$ cat config.mk
export PLATFORM = sky130hd
export DESIGN_NAME = pipe_ctrl
export DESIGN_NICKNAME = d
export VERILOG_FILES = /design/src/rtl/pipe_ctrl.sv
export SDC_FILE = /design/constraint.sdc
export NUM_CORES = 1
export LEC_CHECK = 0
export CELL_PAD_IN_SITES_DETAIL_PLACEMENT = 0
export CELL_PAD_IN_SITES_GLOBAL_PLACEMENT = 2
export CORE_MARGIN = 2
export CORE_UTILIZATION = 31
export DETAILED_ROUTE_END_ITERATION = 8
export MAX_ROUTING_LAYER = met4
export PLACE_DENSITY_LB_ADDON = 0.1
export SLEW_MARGIN = 30
export SYNTH_ARGS = -nofsm -noshare
export SYNTH_HDL_FRONTEND = slang
export SYNTH_SLANG_ARGS = --single-unit
$ cat constraint.sdc
create_clock -name clk -period 4.37 [get_ports clk]
set_clock_uncertainty 0.15 [all_clocks]
set_input_delay 0.874 -clock clk [delete_from_list [all_inputs] [get_ports clk]]
set_output_delay 0.874 -clock clk [all_outputs]
set_load 0.02 [all_outputs]
$ cat src/rtl/pipe_ctrl.sv
// Pipelined control and hazard unit for the five-stage WISC core: decodes in ID, carries
// control through ID/EX, EX/MEM and MEM/WB, and handles stalls, forwarding, flushes and HLT.
module pipe_ctrl #(
    parameter int unsigned REG_AW = 4,
    parameter int unsigned FWD_EN = 1
) (
    input  logic              clk,
    input  logic              rst_n,
    input  logic              id_valid,
    input  logic [3:0]        id_opcode,
    input  logic [REG_AW-1:0] id_rs,
    input  logic [REG_AW-1:0] id_rt,
    input  logic [REG_AW-1:0] id_rd,
    input  logic              id_rs_used,
    input  logic              id_rt_used,
    input  logic              ex_br_taken,
    output logic              stall,
    output logic              flush,
    output logic              ex_regwrite,
    output logic              ex_memread,
    output logic              ex_memwrite,
    output logic              ex_memtoreg,
    output logic              ex_alusrc,
    output logic              ex_branch,
    output logic              ex_halt,
    output logic [3:0]        ex_opcode,
    output logic [REG_AW-1:0] ex_rd,
    output logic              mem_regwrite,
    output logic              mem_memread,
    output logic              mem_memwrite,
    output logic              mem_memtoreg,
    output logic              mem_halt,
    output logic [REG_AW-1:0] mem_rd,
    output logic              wb_regwrite,
    output logic              wb_memtoreg,
    output logic              wb_halt,
    output logic [REG_AW-1:0] wb_rd,
    output logic [1:0]        fwd_a,
    output logic [1:0]        fwd_b,
    output logic              halted
);

    localparam int unsigned OP_W  = 4;
    localparam int unsigned FWD_W = 2;

    localparam logic [OP_W-1:0] OP_LW  = OP_W'(4'b1000);
    localparam logic [OP_W-1:0] OP_SW  = OP_W'(4'b1001);
    localparam logic [OP_W-1:0] OP_PCS = OP_W'(4'b1110);
    localparam logic [OP_W-1:0] OP_HLT = OP_W'(4'b1111);

    localparam logic [FWD_W-1:0] FWD_RF  = FWD_W'(2'b00);
    localparam logic [FWD_W-1:0] FWD_WB  = FWD_W'(2'b01);
    localparam logic [FWD_W-1:0] FWD_MEM = FWD_W'(2'b10);

    typedef struct packed {
        logic              regwrite;
        logic              memread;
        logic              memwrite;
        logic              memtoreg;
        logic              alusrc;
        logic              branch;
        logic              halt;
        logic [OP_W-1:0]   opcode;
        logic [REG_AW-1:0] rd;
        logic [REG_AW-1:0] rs;
        logic [REG_AW-1:0] rt;
        logic              rs_used;
        logic              rt_used;
    } idex_t;

    typedef struct packed {
        logic              regwrite;
        logic              memread;
        logic              memwrite;
        logic              memtoreg;
        logic              halt;
        logic [REG_AW-1:0] rd;
    } exmem_t;

    typedef struct packed {
        logic              regwrite;
        logic              memtoreg;
        logic              halt;
        logic [REG_AW-1:0] rd;
    } memwb_t;

    idex_t  dec;
    idex_t  idex_d,  idex_q;
    exmem_t exmem_d, exmem_q;
    memwb_t memwb_d, memwb_q;
    logic   halt_pend_d, halt_pend_q;
    logic   halted_d, halted_q;
    logic   load_use, raw_ex, raw_mem, hazard;
    logic   stall_c, bubble;
    logic [FWD_W-1:0] fwd_a_c, fwd_b_c;

    // Register 0 is hardwired to zero, so it never matches as a producer.
    function automatic logic src_hit(input logic used, input logic [REG_AW-1:0] src,
                                     input logic [REG_AW-1:0] dst);
        return used && (dst != '0) && (src == dst);
    endfunction

    function automatic logic [FWD_W-1:0] fwd_sel(input logic used, input logic [REG_AW-1:0] src,
                                                 input exmem_t m, input memwb_t w);
        if (m.regwrite && src_hit(used, src, m.rd)) begin
            return FWD_MEM;
        end
        if (w.regwrite && src_hit(used, src, w.rd)) begin
            return FWD_WB;
        end
        return FWD_RF;
    endfunction

    // ID-stage opcode decode.
    always_comb begin
        dec          = '0;
        dec.opcode   = id_opcode;
        dec.rd       = id_rd;
        dec.rs       = id_rs;
        dec.rt       = id_rt;
        dec.rs_used  = id_rs_used;
        dec.rt_used  = id_rt_used;
        dec.memread  = (id_opcode == OP_LW);
        dec.memtoreg = (id_opcode == OP_LW);
        dec.memwrite = (id_opcode == OP_SW);
        dec.halt     = (id_opcode == OP_HLT);
        dec.branch   = (id_opcode[3:1] == 3'b110);
        dec.regwrite = !id_opcode[3] || (id_opcode == OP_LW) || (id_opcode[3:1] == 3'b101)
                       || (id_opcode == OP_PCS);
        dec.alusrc   = ((id_opcode >= OP_W'(4'b0100)) && (id_opcode <= OP_W'(4'b0110)))
                       || (id_opcode[3:2] == 2'b10);
    end

    // Hazard detection, bubble insertion and pipeline advance.
    always_comb begin
        load_use = idex_q.memread && (src_hit(id_rs_used, id_rs, idex_q.rd)
                                      || src_hit(id_rt_used, id_rt, idex_q.rd));
        raw_ex   = idex_q.regwrite && (src_hit(id_rs_used, id_rs, idex_q.rd)
                                       || src_hit(id_rt_used, id_rt, idex_q.rd));
        raw_mem  = exmem_q.regwrite && (src_hit(id_rs_used, id_rs, exmem_q.rd)
                                        || src_hit(id_rt_used, id_rt, exmem_q.rd));
        hazard   = load_use || ((FWD_EN == 0) && (raw_ex || raw_mem));
        stall_c  = id_valid && hazard && !ex_br_taken;
        bubble   = !id_valid || stall_c || ex_br_taken || halt_pend_q;

        idex_d   = bubble ? idex_t'('0) : dec;

        exmem_d          = '0;
        exmem_d.regwrite = idex_q.regwrite;
        exmem_d.memread  = idex_q.memread;
        exmem_d.memwrite = idex_q.memwrite;
        exmem_d.memtoreg = idex_q.memtoreg;
        exmem_d.halt     = idex_q.halt;
        exmem_d.rd       = idex_q.rd;

        memwb_d          = '0;
        memwb_d.regwrite = exmem_q.regwrite;
        memwb_d.memtoreg = exmem_q.memtoreg;
        memwb_d.halt     = exmem_q.halt;
        memwb_d.rd       = exmem_q.rd;

        halt_pend_d = halt_pend_q || idex_d.halt;
        halted_d    = halted_q || memwb_q.halt;
    end

    // EX-stage operand forwarding; tied to the register file when no bypass network exists.
    always_comb begin
        fwd_a_c = FWD_RF;
        fwd_b_c = FWD_RF;
        if (FWD_EN != 0) begin
            fwd_a_c = fwd_sel(idex_q.rs_used, idex_q.rs, exmem_q, memwb_q);
            fwd_b_c = fwd_sel(idex_q.rt_used, idex_q.rt, exmem_q, memwb_q);
        end
    end

    always_ff @(posedge clk or negedge rst_n) begin
        if (!rst_n) begin
            idex_q      <= '0;
            exmem_q     <= '0;
            memwb_q     <= '0;
            halt_pend_q <= 1'b0;
            halted_q    <= 1'b0;
        end else begin
            idex_q      <= idex_d;
            exmem_q     <= exmem_d;
            memwb_q     <= memwb_d;
            halt_pend_q <= halt_pend_d;
            halted_q    <= halted_d;
        end
    end

    assign stall        = stall_c;
    assign flush        = ex_br_taken;
    assign ex_regwrite  = idex_q.regwrite;
    assign ex_memread   = idex_q.memread;
    assign ex_memwrite  = idex_q.memwrite;
    assign ex_memtoreg  = idex_q.memtoreg;
    assign ex_alusrc    = idex_q.alusrc;
    assign ex_branch    = idex_q.branch;
    assign ex_halt      = idex_q.halt;
    assign ex_opcode    = idex_q.opcode;
    assign ex_rd        = idex_q.rd;
    assign mem_regwrite = exmem_q.regwrite;
    assign mem_memread  = exmem_q.memread;
    assign mem_memwrite = exmem_q.memwrite;
    assign mem_memtoreg = exmem_q.memtoreg;
    assign mem_halt     = exmem_q.halt;
    assign mem_rd       = exmem_q.rd;
    assign wb_regwrite  = memwb_q.regwrite;
    assign wb_memtoreg  = memwb_q.memtoreg;
    assign wb_halt      = memwb_q.halt;
    assign wb_rd        = memwb_q.rd;
    assign fwd_a        = fwd_a_c;
    assign fwd_b        = fwd_b_c;
    assign halted       = halted_q;

endmodule

==> results of run 1 <==
synthesized netlist by cell type:
cell type	count
dfrtp_1	41
inv_1	18
nor3_2	18
xor2_1	18
buf_4	11
nor4_1	8
nor2_1	6
xnor2_1	6
nand3_1	4
nand2_1	3
nor3_1	3
a211oi_1	2
and3_1	2
buf_6	2
clkbuf_1	2
nor3b_1	2
o21ai_0	2
o41ai_1	2
a21oi_1	1
a22o_4	1
buf_1	1
nand3b_1	1
nor4_2	1
nor4bb_2	1
o21bai_2	1
or2_2	1
or3_1	1
or3b_1	1
worst max-delay path: cells and delay by family:
family / cells / cell delay, ns
xor+xnor: 1 / 0.18
simple gates: 2 / 0.28
buf+inv: 2 / 1.09
compound gates: 1 / 0.24
worst paths after layout:
| check | slack [ns] | cells after the start | endpoint | start |
|---|---|---|---|---|
| max | 0.68 | 6 | stall | id_rs[0] |
| min | 0.23 | 0 | mem_memwrite | ex_memwrite |
| max reg2reg | 2.39 | 4 | ex_regwrite | ex_rd[0] |
| min reg2reg | 0.23 | 0 | mem_memwrite | ex_memwrite |
| max in group asynchronous | 3.32 | 1 | wb_rd[1] | rst_n |
| min in group asynchronous | 0.40 | 1 | wb_memtoreg | rst_n |
cell type report:
class | instances | area [um2] | share of cell area, %
timing repair buffer | 60 | 596 | 23.3
sequential | 41 | 1030 | 40.1
multi-input combinational | 85 | 671 | 26.2
clock buffer | 5 | 68.8 | 2.69
clock inverter | 2 | 35.0 | 1.37
tap | 75 | 93.8 | 3.67
inverter | 18 | 67.6 | 2.64
logic make-up after synthesis:
logic type	count (synthesis)	synth area share [%]
AND/OR/NAND/NOR	52	20.4
flip-flops	41	54.6
buffers and inverters	34	9.78
XOR/XNOR	24	11.2
AO/OA/AOI/OAI	9	4.06
sequential cells by signal, indices dropped and copies added, names as in the netlist, 4 cells and up:
register and flops:
mem_rd 4, wb_rd 4, ex_opcode 4, ex_rd 4
idex_q 10
power groups by stage:
stage          Sequential, uW  Combinational (uW)  Clock [uW]
2_1_floorplan             428                56.9           0
3_3_place_gp              421                 124           0
3_5_place_dp              422                 125           0
4_1_cts                   414                 125         298
5_1_grt                   417                 135         320
6_report                  414                 123         285
per-stage QoR:
step,power (uW),util [%]
finish,822,43.5
global route,873,43.5
CTS,838,43.4
detailed placement,546,41.6
global placement,545,41.6
floorplan,485,-
metal layers:
| layer | global-route usage, % | routed length (um) | vias up | share of wire, % |
|---|---|---|---|---|
| met5 | - | 0 | - | 0 |
| met4 | 4.50 | 51 | 0 | 1.3 |
| met3 | 3.52 | 217 | 6 | 5.5 |
| met2 | 21.5 | 1910 | 36 | 49 |
| met1 | 17.8 | 1730 | 636 | 44 |
| li1 | - | - | 624 | - |
==> impl_metrics.env, run 1 <==
export IMPL_max_freq_ghz=0.271
export IMPL_grt_pass1_wl_um=6750
export IMPL_period_share_pct=84.5
export IMPL_post_cts_resized=0
export IMPL_ys_ff_latch=41
export IMPL_cts_root_buf="clkbuf_8"
export IMPL_dpl_worst_slack_ns=0.663
export IMPL_setup_viol=0
export IMPL_ys_seq_area_share_pct=54.6
export IMPL_cts_sinks=41
export IMPL_routed_via_count=1302
export IMPL_die_x_um=81.9
export IMPL_fin_cells=286
export IMPL_synth_cells=160
export IMPL_grt_overflow=0
export IMPL_drive_above_1_share_pct=15.2
export IMPL_layout_commonest_cell="clkdlybuf4s50_1"
export IMPL_leakage_uw=0.00117
export IMPL_drt_initial_drc_count=62
export IMPL_cp_start_kind="input port"
export IMPL_antenna_found_initial=0
export IMPL_slew_headroom_pct=66.6
export IMPL_routabilityCongestion=0.860
export IMPL_ant_nets=0
export IMPL_path_clk_slew_ns=0.07
export IMPL_path_cells="clkdlybuf4s50_1, xor2_1, nor3_1, nand3_1, a211oi_1, clkdlybuf4s50_1"
export IMPL_power_internal_uw=625
export IMPL_rsz0062_at_grt="false"
export IMPL_clock_path_buffers=2
export IMPL_setup_ws_ns=0.678
export IMPL_start_util_pct=32.0
export IMPL_cp_common_cell="clkdlybuf4s50_1"
export IMPL_crit_type="in2out"
export IMPL_dieArea_mm2=0.00671
export IMPL_std_cell_rows=28
export IMPL_fin_area_mm2=0.00256
export IMPL_grt_pass1_vias=1317
export IMPL_hold_path_class="reg2reg"
export IMPL_crit_path_end_kind="output pin"
export IMPL_syn_num_nets=182
export IMPL_grtUsageTotal_pct=13.9
export IMPL_drc=0
export IMPL_hpwlAfterDp_um=2990
export IMPL_routed_wl_um=3910
export IMPL_hold_buffers=0
export IMPL_crit_fanout=2
export IMPL_status="completed"
export IMPL_grt_max_degree=42
export IMPL_post_cts_buffers=0
export IMPL_hold_slack_ns=0.229
export IMPL_area_delta_synth_final_pct=36.0
export IMPL_swShare_pct=23.9
export IMPL_placed_cells=279
export IMPL_cp_slowest_cell="clkdlybuf4s50_1"
export IMPL_finalHoldViolCount=0
export IMPL_slew_viol_final=0
export IMPL_via_per_inst=4.55
export IMPL_placed_area_mm2=0.00245
export IMPL_fp_coreArea_mm2=0.00589
export IMPL_cts_htree_levels=2
export IMPL_p_seq_share_pct=50.4
export IMPL_ios=60
export IMPL_power_density_mw_per_mm2=321
export IMPL_clkPwrFrac_pct=34.7
export IMPL_syn_avg_cell_area_um2=11.8
export IMPL_die_y_um=81.9
export IMPL_firstDrtPassIters=4
export IMPL_yosys_area_top_type="dfrtp_1"
export IMPL_vdd_ir_drop_max_mv=0.135
export IMPL_clk_latency_ns=0.28
export IMPL_final_nets=233
export IMPL_filler_cell_count=571
export IMPL_cts_tree="done"
export IMPL_critPathRequiredTime_ns=3.35
export IMPL_yosys_warnings=0
export IMPL_cts_made_buffers=5
export IMPL_power_frac_comb_pct=15.0
export IMPL_max_slew_worst_pin_slew_ns=0.501
export IMPL_synth_area_mm2=0.00188
export IMPL_min_period_ns=3.69
export IMPL_synth_top_area_share_pct=54.6
export IMPL_p_switching_uw=196
export IMPL_cp_arrival_ns=2.67
export IMPL_cpPeakStageDelay_ns=0.64
export IMPL_fin_setup_tns_ns=0
export IMPL_layout_common_cells="58 x clkdlybuf4s50_1, 41 x dfrtp_1, 18 x xor2_1, 18 x inv_1, 18 x nor3_2"
export IMPL_cap_violations=0
export IMPL_synthDistinctLibCells=28
export IMPL_post_drt_wl_per_cell_um=13.7
export IMPL_antenna_cells=0
export IMPL_synthTopCellsByArea="dfrtp_1 55%, nor3_2 9.6%, xor2_1 8.4%, buf_4 4.4%, inv_1 3.6%"
export IMPL_io_buffers=59
Power figures use the tool's default switching activity.
==> run 2: changes to the inputs <==
CORE_UTILIZATION = 29   (was 31)
clock period = 3.5 ns   (was 4.37 ns; I/O delays follow)
==> impl_metrics.env, run 2 (synthesis gave the netlist of run 1 again) <==
export IMPL_antenna_cells=0
export IMPL_cts_sinks=41
export IMPL_start_util_pct=29.8
export IMPL_cts_root_buf="clkbuf_8"
export IMPL_grt_pass1_wl_um=6610
export IMPL_ant_nets=0
export IMPL_r2r_start="ex_rd[1]"
export IMPL_max_freq_ghz=0.310
export IMPL_p_total_uw=1050
export IMPL_final_nets=233
export IMPL_std_cell_rows=29
export IMPL_dieArea_mm2=0.00714
export IMPL_via_per_inst=4.44
export IMPL_power_density_mw_per_mm2=409
export IMPL_drc=0
export IMPL_max_slew_worst_pin_slew_ns=0.509
export IMPL_area_delta_synth_final_pct=36.9
export IMPL_post_cts_buffers=0
export IMPL_drt_initial_drc_count=55
export IMPL_worstReg2RegEnd="ex_regwrite"
export IMPL_cp_start_kind="flip-flop"
export IMPL_r2r_cells=4
export IMPL_drive_above_1_share_pct=15.1
export IMPL_setup_viol=0
export IMPL_crit_start="mem_rd[0]"
export IMPL_routed_via_count=1283
export IMPL_path_cells="o41ai_1, nor4_1, and3_1, nor2_1, clkdlybuf4s50_1"
export IMPL_min_period_ns=3.23
export IMPL_status="completed"
export IMPL_cts_tree="done"
export IMPL_cp_arrival_ns=2.38
export IMPL_die_y_um=84.5
export IMPL_critPathTopFamily="buffers and inverters"
export IMPL_hold_buffers=0
export IMPL_layout_commonest_cell="clkdlybuf4s50_1"
export IMPL_post_cts_resized=0
export IMPL_cts_htree_levels=2
export IMPL_io_buffers=59
export IMPL_rsz0062_at_grt="false"
export IMPL_clock_path_buffers=2
export IMPL_antenna_found_initial=0
export IMPL_leakage_uw=0.00120
export IMPL_crit_cells=5
export IMPL_slew_viol_final=0
export IMPL_post_drt_wl_per_cell_um=14.1
export IMPL_crit_fanout=5
export IMPL_fp_coreArea_mm2=0.00631
export IMPL_hold_path_depth=0
export IMPL_cap_violations=0
export IMPL_cpPeakStageDelay_ns=0.62
export IMPL_crit_buf_inv=1
export IMPL_crit_path_end_kind="output pin"
export IMPL_hpwlAfterDp_um=2990
export IMPL_slew_headroom_pct=65.7
export IMPL_filler_cell_count=647
export IMPL_ios=60
export IMPL_hold_path_class="reg2reg"
export IMPL_r2r_slack_ns=1.57
export IMPL_crit_type="reg2out"
export IMPL_period_share_pct=92.2
export IMPL_clk_latency_ns=0.28
export IMPL_largest_register_ffs=10
export IMPL_path_clk_slew_ns=0.07
export IMPL_top_register="idex_q"
export IMPL_grtUsageTotal_pct=12.2
export IMPL_cts_made_buffers=5
export IMPL_critPathRequiredTime_ns=2.65
export IMPL_worstSetupEndpoint="fwd_a[0]"
export IMPL_grt_max_degree=42
export IMPL_grt_pass1_vias=1289
export IMPL_fin_setup_tns_ns=0
export IMPL_firstDrtPassIters=4
export IMPL_vdd_ir_drop_max_mv=0.215
export IMPL_finalHoldViolCount=0
export IMPL_cp_slowest_cell="clkdlybuf4s50_1"
export IMPL_die_x_um=84.5
export IMPL_layout_common_cells="57 x clkdlybuf4s50_1, 41 x dfrtp_1, 18 x xor2_1, 18 x inv_1, 18 x nor3_2"
export IMPL_routabilityCongestion=0.848
export IMPL_grt_overflow=0
export IMPL_routed_wl_um=4060
## run 2: cell types whose count changed in the layout (fill, tap and decap cells not counted), sizes merged
cell and change:
clkdlybuf4s50 -1, clkbuf +2, clkinv -1, dlymetal6s2s +1
## run 2: power by group
part / internal (uW) / switching, uW
combinational: 77.9 / 76.1
clock: 232 / 149
sequential: 496 / 21.4
total: 806 / 247
## run 2: layout make-up
class                           count  area, um2  area share [%]
Sequential cell                    41       1030            39.8
Multi-Input combinational cell     85        671            26.0
Timing Repair Buffer               60        598            23.2
Tap cell                           77       96.3            3.74
Clock buffer                        7       86.3            3.35
Inverter                           18       67.6            2.62
Clock inverter                      1       30.0            1.17
## run 2: how the worst min path moves through the flow
stage / end / startpoint / slack [ns]
4_1_cts: mem_halt / ex_halt / 0.23
3_3_place_gp: wb_halt / mem_halt / 0.21
3_5_place_dp: mem_halt / ex_halt / 0.22
2_1_floorplan: ex_alusrc / rst_n / 0.25
5_1_grt: wb_halt / mem_halt / 0.24
6_report: mem_halt / ex_halt / 0.23
## run 2: through the flow
step                      util (%)  hold WS [ns]  instance area, um2  setup slack [ns]  cells
final                         40.8         0.231                2570             0.271    289
after global routing          40.8         0.245                2570             0.131    289
after CTS                     40.7         0.234                2570            0.0949    289
after detailed placement      38.9         0.217                2450            0.0968    281
after global placement        38.9         0.208                2450             0.147    281
after floorplan                  -         0.254                1880             0.962    160
## run 2: layer usage
| metal | global-route usage, % | share of wire [%] | vias up | routed length, um |
|---|---|---|---|---|
| met5 | - | 0 | - | 0 |
| met4 | 3.46 | 0.52 | 0 | 21 |
| met3 | 3.24 | 5.7 | 2 | 233 |
| met2 | 18.3 | 48 | 44 | 1970 |
| met1 | 16.3 | 45 | 611 | 1840 |
| li1 | - | - | 626 | - |
